==> src/rtl/cam_pkg.sv <==
// Shared definitions for the camera capture path: FSM encoding, RGB565 bit
// positions and RGB111 colour constants.
package cam_pkg;

  typedef enum logic [1:0] {
    WAIT_FRAME = 2'd0,
    LINE       = 2'd1,
    PIX_LO     = 2'd2
  } cam_state_e;

  // Bit taken from each RGB565 byte for the reduced pixel
  localparam int unsigned R_MSB = 7;  // of the high byte
  localparam int unsigned G_MSB = 2;  // of the high byte
  localparam int unsigned B_MSB = 4;  // of the low byte

  localparam int unsigned RGBW = 3;
  localparam logic [RGBW-1:0] RED   = 3'b100;
  localparam logic [RGBW-1:0] GREEN = 3'b010;
  localparam logic [RGBW-1:0] BLUE  = 3'b001;

  // Column / line counter widths
  localparam int unsigned XW = 10;
  localparam int unsigned YW = 9;

  function automatic logic [XW-1:0] x_sat_inc(input logic [XW-1:0] x);
    return (x == {XW{1'b1}}) ? x : x + XW'(1);
  endfunction

  function automatic logic [YW-1:0] y_sat_inc(input logic [YW-1:0] y);
    return (y == {YW{1'b1}}) ? y : y + YW'(1);
  endfunction

endpackage

==> src/rtl/cam_rgb565_to_rgb111.sv <==
// Combinational RGB565 byte pair to RGB111 reduction (top bit of each channel).
module cam_rgb565_to_rgb111
  import cam_pkg::*;
(
  input  logic [7:0]      hi_i,
  input  logic [7:0]      lo_i,
  output logic [RGBW-1:0] rgb_o
);

  assign rgb_o = {hi_i[R_MSB], hi_i[G_MSB], lo_i[B_MSB]};

  // Remaining channel bits are intentionally discarded
  logic unused_bits;
  assign unused_bits = ^{hi_i, lo_i};

endmodule

==> src/rtl/cam_capture_rgb111.sv <==
// OV7670-style RGB565 byte stream to RGB111 frame-buffer writer.
// Optional single-frame snapshot mode: CAM_CAPTURE_SNAPSHOT_EN.
module cam_capture_rgb111
  import cam_pkg::*;
#(
  parameter int unsigned CAM_SCREEN_X = 256,
  parameter int unsigned CAM_SCREEN_Y = 256,
  parameter int unsigned AW           = 16,
  parameter int unsigned DW           = 3
) (
  input  logic          clk,
  input  logic          rst,
  input  logic          cam_vsync,
  input  logic          cam_href,
  input  logic [7:0]    cam_data,
  input  logic          snap,
  output logic [AW-1:0] addr_in,
  output logic [DW-1:0] data_in,
  output logic          regwrite,
  output logic          frame_done,
  output logic          busy
);

  cam_state_e    state_q, state_d;
  logic [XW-1:0] x_q, x_d;
  logic [YW-1:0] y_q, y_d;
  logic [7:0]    hi_q, hi_d;
  logic          vsync_q;
  logic          vs_valid_q;
  logic [AW-1:0] addr_q, addr_d;
  logic [DW-1:0] data_q, data_d;
  logic          we_q, we_d;
  logic          done_q, done_d;
  logic          busy_q, busy_d;
  logic          armed;

  logic [RGBW-1:0] rgb;
  logic            vs_fall;
  logic            vs_rise;
  logic            in_window;

  cam_rgb565_to_rgb111 u_conv (
    .hi_i  (hi_q),
    .lo_i  (cam_data),
    .rgb_o (rgb)
  );

  // vsync_q resets high, so the first post-reset sample must not count as an edge
  assign vs_fall = vs_valid_q & vsync_q & ~cam_vsync;
  assign vs_rise = vs_valid_q & ~vsync_q & cam_vsync;

  assign in_window = (32'(x_q) < CAM_SCREEN_X) && (32'(y_q) < CAM_SCREEN_Y);

`ifdef CAM_CAPTURE_SNAPSHOT_EN
  logic armed_q, armed_d;
  assign armed = armed_q;
`else
  logic unused_snap;
  assign armed       = 1'b1;
  assign unused_snap = snap;
`endif

  // Next-state and registered-output logic
  always_comb begin
    state_d = state_q;
    x_d     = x_q;
    y_d     = y_q;
    hi_d    = hi_q;
    addr_d  = addr_q;
    data_d  = data_q;
    we_d    = 1'b0;
    done_d  = 1'b0;
    busy_d  = busy_q;
`ifdef CAM_CAPTURE_SNAPSHOT_EN
    armed_d = armed_q;
`endif

    case (state_q)
      WAIT_FRAME: begin
`ifdef CAM_CAPTURE_SNAPSHOT_EN
        if (snap) armed_d = 1'b1;
`endif
        if (vs_fall && armed) begin
          state_d = LINE;
          x_d     = '0;
          y_d     = '0;
          busy_d  = 1'b1;
`ifdef CAM_CAPTURE_SNAPSHOT_EN
          armed_d = 1'b0;
`endif
        end
      end

      LINE: begin
        if (vs_rise) begin
          state_d = WAIT_FRAME;
          done_d  = 1'b1;
          busy_d  = 1'b0;
        end else if (cam_href) begin
          hi_d    = cam_data;
          state_d = PIX_LO;
        end else if (x_q != '0) begin
          x_d = '0;
          y_d = y_sat_inc(y_q);
        end
      end

      PIX_LO: begin
        state_d = LINE;
        if (vs_rise) begin
          state_d = WAIT_FRAME;
          done_d  = 1'b1;
          busy_d  = 1'b0;
        end else if (cam_href) begin
          if (in_window) begin
            we_d   = 1'b1;
            data_d = DW'(rgb);
            addr_d = AW'(32'(y_q) * CAM_SCREEN_X + 32'(x_q));
          end
          x_d = x_sat_inc(x_q);
        end else if (x_q != '0) begin
          // Odd byte count: the dangling high byte is dropped
          x_d = '0;
          y_d = y_sat_inc(y_q);
        end
      end

      default: begin
        state_d = WAIT_FRAME;
        busy_d  = 1'b0;
      end
    endcase
  end

  always_ff @(posedge clk or negedge rst) begin
    if (!rst) begin
      state_q    <= WAIT_FRAME;
      x_q        <= '0;
      y_q        <= '0;
      hi_q       <= '0;
      vsync_q    <= 1'b1;
      vs_valid_q <= 1'b0;
      addr_q     <= '0;
      data_q     <= '0;
      we_q       <= 1'b0;
      done_q     <= 1'b0;
      busy_q     <= 1'b0;
    end else begin
      state_q    <= state_d;
      x_q        <= x_d;
      y_q        <= y_d;
      hi_q       <= hi_d;
      vsync_q    <= cam_vsync;
      vs_valid_q <= 1'b1;
      addr_q     <= addr_d;
      data_q     <= data_d;
      we_q       <= we_d;
      done_q     <= done_d;
      busy_q     <= busy_d;
    end
  end

`ifdef CAM_CAPTURE_SNAPSHOT_EN
  always_ff @(posedge clk or negedge rst) begin
    if (!rst) armed_q <= 1'b0;
    else      armed_q <= armed_d;
  end
`endif

  assign addr_in    = addr_q;
  assign data_in    = data_q;
  assign regwrite   = we_q;
  assign frame_done = done_q;
  assign busy       = busy_q;

endmodule

==> config.mk <==
export PLATFORM = sky130hd
export DESIGN_NAME = cam_capture_rgb111
export DESIGN_NICKNAME = d
export VERILOG_FILES = /design/src/rtl/cam_pkg.sv /design/src/rtl/cam_rgb565_to_rgb111.sv /design/src/rtl/cam_capture_rgb111.sv
export SDC_FILE = /design/constraint.sdc
export NUM_CORES = 1
export LEC_CHECK = 0
export ABC_AREA = 0
export CAP_MARGIN = 5
export CORE_AREA = 5 5 75 77
export CTS_CLUSTER_DIAMETER = 100
export DETAILED_ROUTE_END_ITERATION = 6
export DIE_AREA = 0 0 80 82
export MAX_ROUTING_LAYER = met4
export PLACE_DENSITY = 0.77
export SYNTH_ARGS = -nofsm -noshare
export SYNTH_HDL_FRONTEND = slang
export SYNTH_SLANG_ARGS = --single-unit
==> constraint.sdc <==
create_clock -name clk -period 3 [get_ports clk]
set_input_delay 0.6 -clock clk [delete_from_list [all_inputs] [get_ports clk]]
set_output_delay 0.6 -clock clk [all_outputs]
set_load 0.02 [all_outputs]
==> results.json <==
{
  "outcome": "complete, no violations",
  "switching_power_uw": 754.8,
  "finalHoldViolCount": 0,
  "internal-power_mw": 1.392,
  "syn_to_final_growth_pct": 18.36,
  "postCtsSetupBuffers": 0,
  "synth_top_area_share_pct": 45.77,
  "layout-drive-gt1-share_pct": 13.98,
  "ys_types": 52,
  "slowest_delay_ps": 510,
  "wl_um": 4749,
  "p_clk_share_pct": 20.8,
  "path_buf_inv": 0,
  "clock_skew_ps": 5.680,
  "io_pins": 35,
  "syn_area_um2": 2515,
  "start_kind": "flop",
  "dr.pass1.iters": 4,
  "crit_family": "simple AND/OR/NAND/NOR gates",
  "cp.arrival_ps": 3010,
  "cts_buffers": 5,
  "ant_nets": 0,
  "mostFrequentLayoutCell": "dfrtp_1",
  "vias_per_cell": 5.430,
  "synthArstFlopShare_pct": 100.0,
  "cts_root_buf": "clkbuf_8",
  "antenna_found_initial": 0,
  "syn_avg_cell_area_um2": 10.31,
  "worst_pin_slew_ps": 1010,
  "gr-usage-all-layers_pct": 17.04,
  "synth_edf_count": 0,
  "hold_buffers": 0,
  "drt_iter0_markers": 134,
  "required_ps": 3230,
  "grt_pass1_wl_um": 8500,
  "power_frac_comb_pct": 39.9,
  "syn_nets": 268,
  "cts_sinks": 47,
  "crit_chain": "ha_1, and2_1, and3_1, ha_1, or4_4, or3b_1, or4b_1, nand3_1",
  "critPathMostFrequentCell": "ha_1",
  "sw_frac_of_total_pct": 35.15,
  "grt_start_max_net_pins": 48,
  "fmax_mhz": 359.3,
  "seqPwrFrac_pct": 39.3,
  "ir_worst_vdd_v": 0.0004640,
  "p_leak_nw": 1.285,
  "clock_latency_ps": 290,
  "cts.htree.levels": 2,
  "synth_cells": 244,
  "power_density_nw_per_um2": 721.4,
  "die-area_um2": 6560,
  "synth_top_area_cell": "dfrtp_1",
  "rsz0062_at_grt": "no",
  "die_w_um": 80,
  "grt_overflow": 0,
  "rows": 26,
  "place_congestion": 0.8459,
  "port_buffers": 28,
  "ys_seq_area_share_pct": 46.82,
  "hold_path_class": "in2async",
  "finalCritPeriodShare_pct": 92.77,
  "crit_path_max_fanout": 5,
  "setup_tns_ps": 0,
  "grt_pass1_vias": 1794,
  "dr_total_vias": 1895,
  "clk_pin_slew_ps": 80,
  "yosys_register_bits": 47,
  "fin_util_pct": 60.20,
  "slowest_stage": "or4_4",
  "finalSetupViolCount": 0,
  "wl_per_cell_um": 13.61,
  "synth_warnings": 0,
  "maxCapViolCount": 0,
  "die_y_um": 82,
  "cts_tree": "yes",
  "antenna_cells": 0,
  "nets": 302,
  "drv_slew": 0,
  "crit_type": "reg2reg",
  "crit_path_end_kind": "flop",
  "relSlewSlack_pct": 32.69,
  "dp_hpwl_um": 3370,
  "synth_area_leaders": "dfrtp_1 46%, mux2_2 7.2%, ha_1 5.0%",
  "core_area_um2": 4945,
  "synth_flop_cell": "dfrtp_1",
  "drc": 0,
  "clock_path_buffers": 2,
  "most-common-layout-cells": "46 x dfrtp_1, 27 x clkdlybuf4s50_1, 21 x nor2_1",
  "cts-resized-gates": 0,
  "min_period_ps": 2783,
  "initial_utilization_pct": 50.86
}
[Yosys cell counts (3+ instances only)]
cell type / number
dfrtp_1: 46
nor2_1: 21
mux2_2: 16
nand2_1: 16
o21ai_0: 16
nand3_1: 15
a21oi_1: 12
ha_1: 10
inv_1: 7
nand4_1: 7
nor2b_1: 7
clkbuf_1: 5
o211ai_1: 5
and3_1: 4
nor3_1: 4
o31ai_1: 4
xor2_1: 4
and2_1: 3
o41ai_1: 3
[cell type report]
type                       instances  area, um2
inverter                           7      26.28
multi-input combinational        180       1236
clock inverter                     1      30.03
clock buffer                       7      76.32
fill                             437       1968
sequential                        47       1177
timing repair buffer              37      342.8
tap                               70      87.58
[flip-flops by register name, indices dropped and copies added (netlist names)]
| signal | flops |
|---|---|
| x_q | 10 |
| busy | 1 |
| vs_valid_q | 1 |
| y_q | 9 |
| state_q | 2 |
| vsync_q | 1 |
| regwrite | 1 |
| frame_done | 1 |
| data_in | 3 |
| addr_in | 16 |
| hi_q | 2 |
[kinds of logic (layout without fill, tap and decap cells)]
group / Yosys count / after routing / synth area share, %
AOI/OAI and AO/OA: 51 / 51 / 12.79
other: 1 / 1 / 0.1491
and+or+nand+nor: 94 / 94 / 20.45
xor gates and xnor gates: 6 / 6 / 2.090
adders and majority gates: 11 / 11 / 5.771
buffers and inverters: 17 / 52 / 4.378
DFF: 47 / 47 / 46.82
muxes: 17 / 17 / 7.562
[stage by stage]
step,setup slack (ps),total power [mW],area (um2),hold WS [ps],std cells
2_1_floorplan,336.9,1.425,2515,304.4,244
3_3_place_gp,268.5,1.690,2870,484.2,341
3_5_place_dp,246.9,1.713,2870,493.4,341
4_1_cts,214.1,2.171,2977,512.7,349
5_1_grt,128.9,2.311,2977,530.9,349
6_report,216.9,2.147,2977,478.4,349
[metal layers]
layer / wire length [um] / vias to the layer above / track usage (%)
li1: - / 950 / -
met1: 2304 / 904 / 22.67
met2: 2229 / 37 / 26.32
met3: 159 / 4 / 3.509
met4: 56 / 0 / 5.236
met5: 0 / - / -
[final timing paths]
| kind | from | endpoint | slack (ps) | cells past startpoint |
|---|---|---|---|---|
| setup / recovery | y_q[0] | y_q[7] | 220 | 8 |
| hold / removal | rst | hi_q[2] | 480 | 1 |
| setup reg to reg | y_q[0] | y_q[7] | 220 | 8 |
| hold reg to reg | addr_in[4] | addr_in[4] | 510 | 1 |
| max in group asynchronous | rst | y_q[6] | 1900 | 1 |
| min in group clk | addr_in[4] | addr_in[4] | 510 | 1 |
[power by group through the flow]
stage | clock network, mW | logic, mW | registers [mW]
global placement | 0 | 0.840 | 0.850
floorplan | 0 | 0.474 | 0.951
global route | 0.492 | 0.949 | 0.869
CTS | 0.462 | 0.863 | 0.846
finish | 0.446 | 0.856 | 0.845
detailed placement | 0 | 0.854 | 0.859
Note: power is estimated with default switching activity, not from simulation.
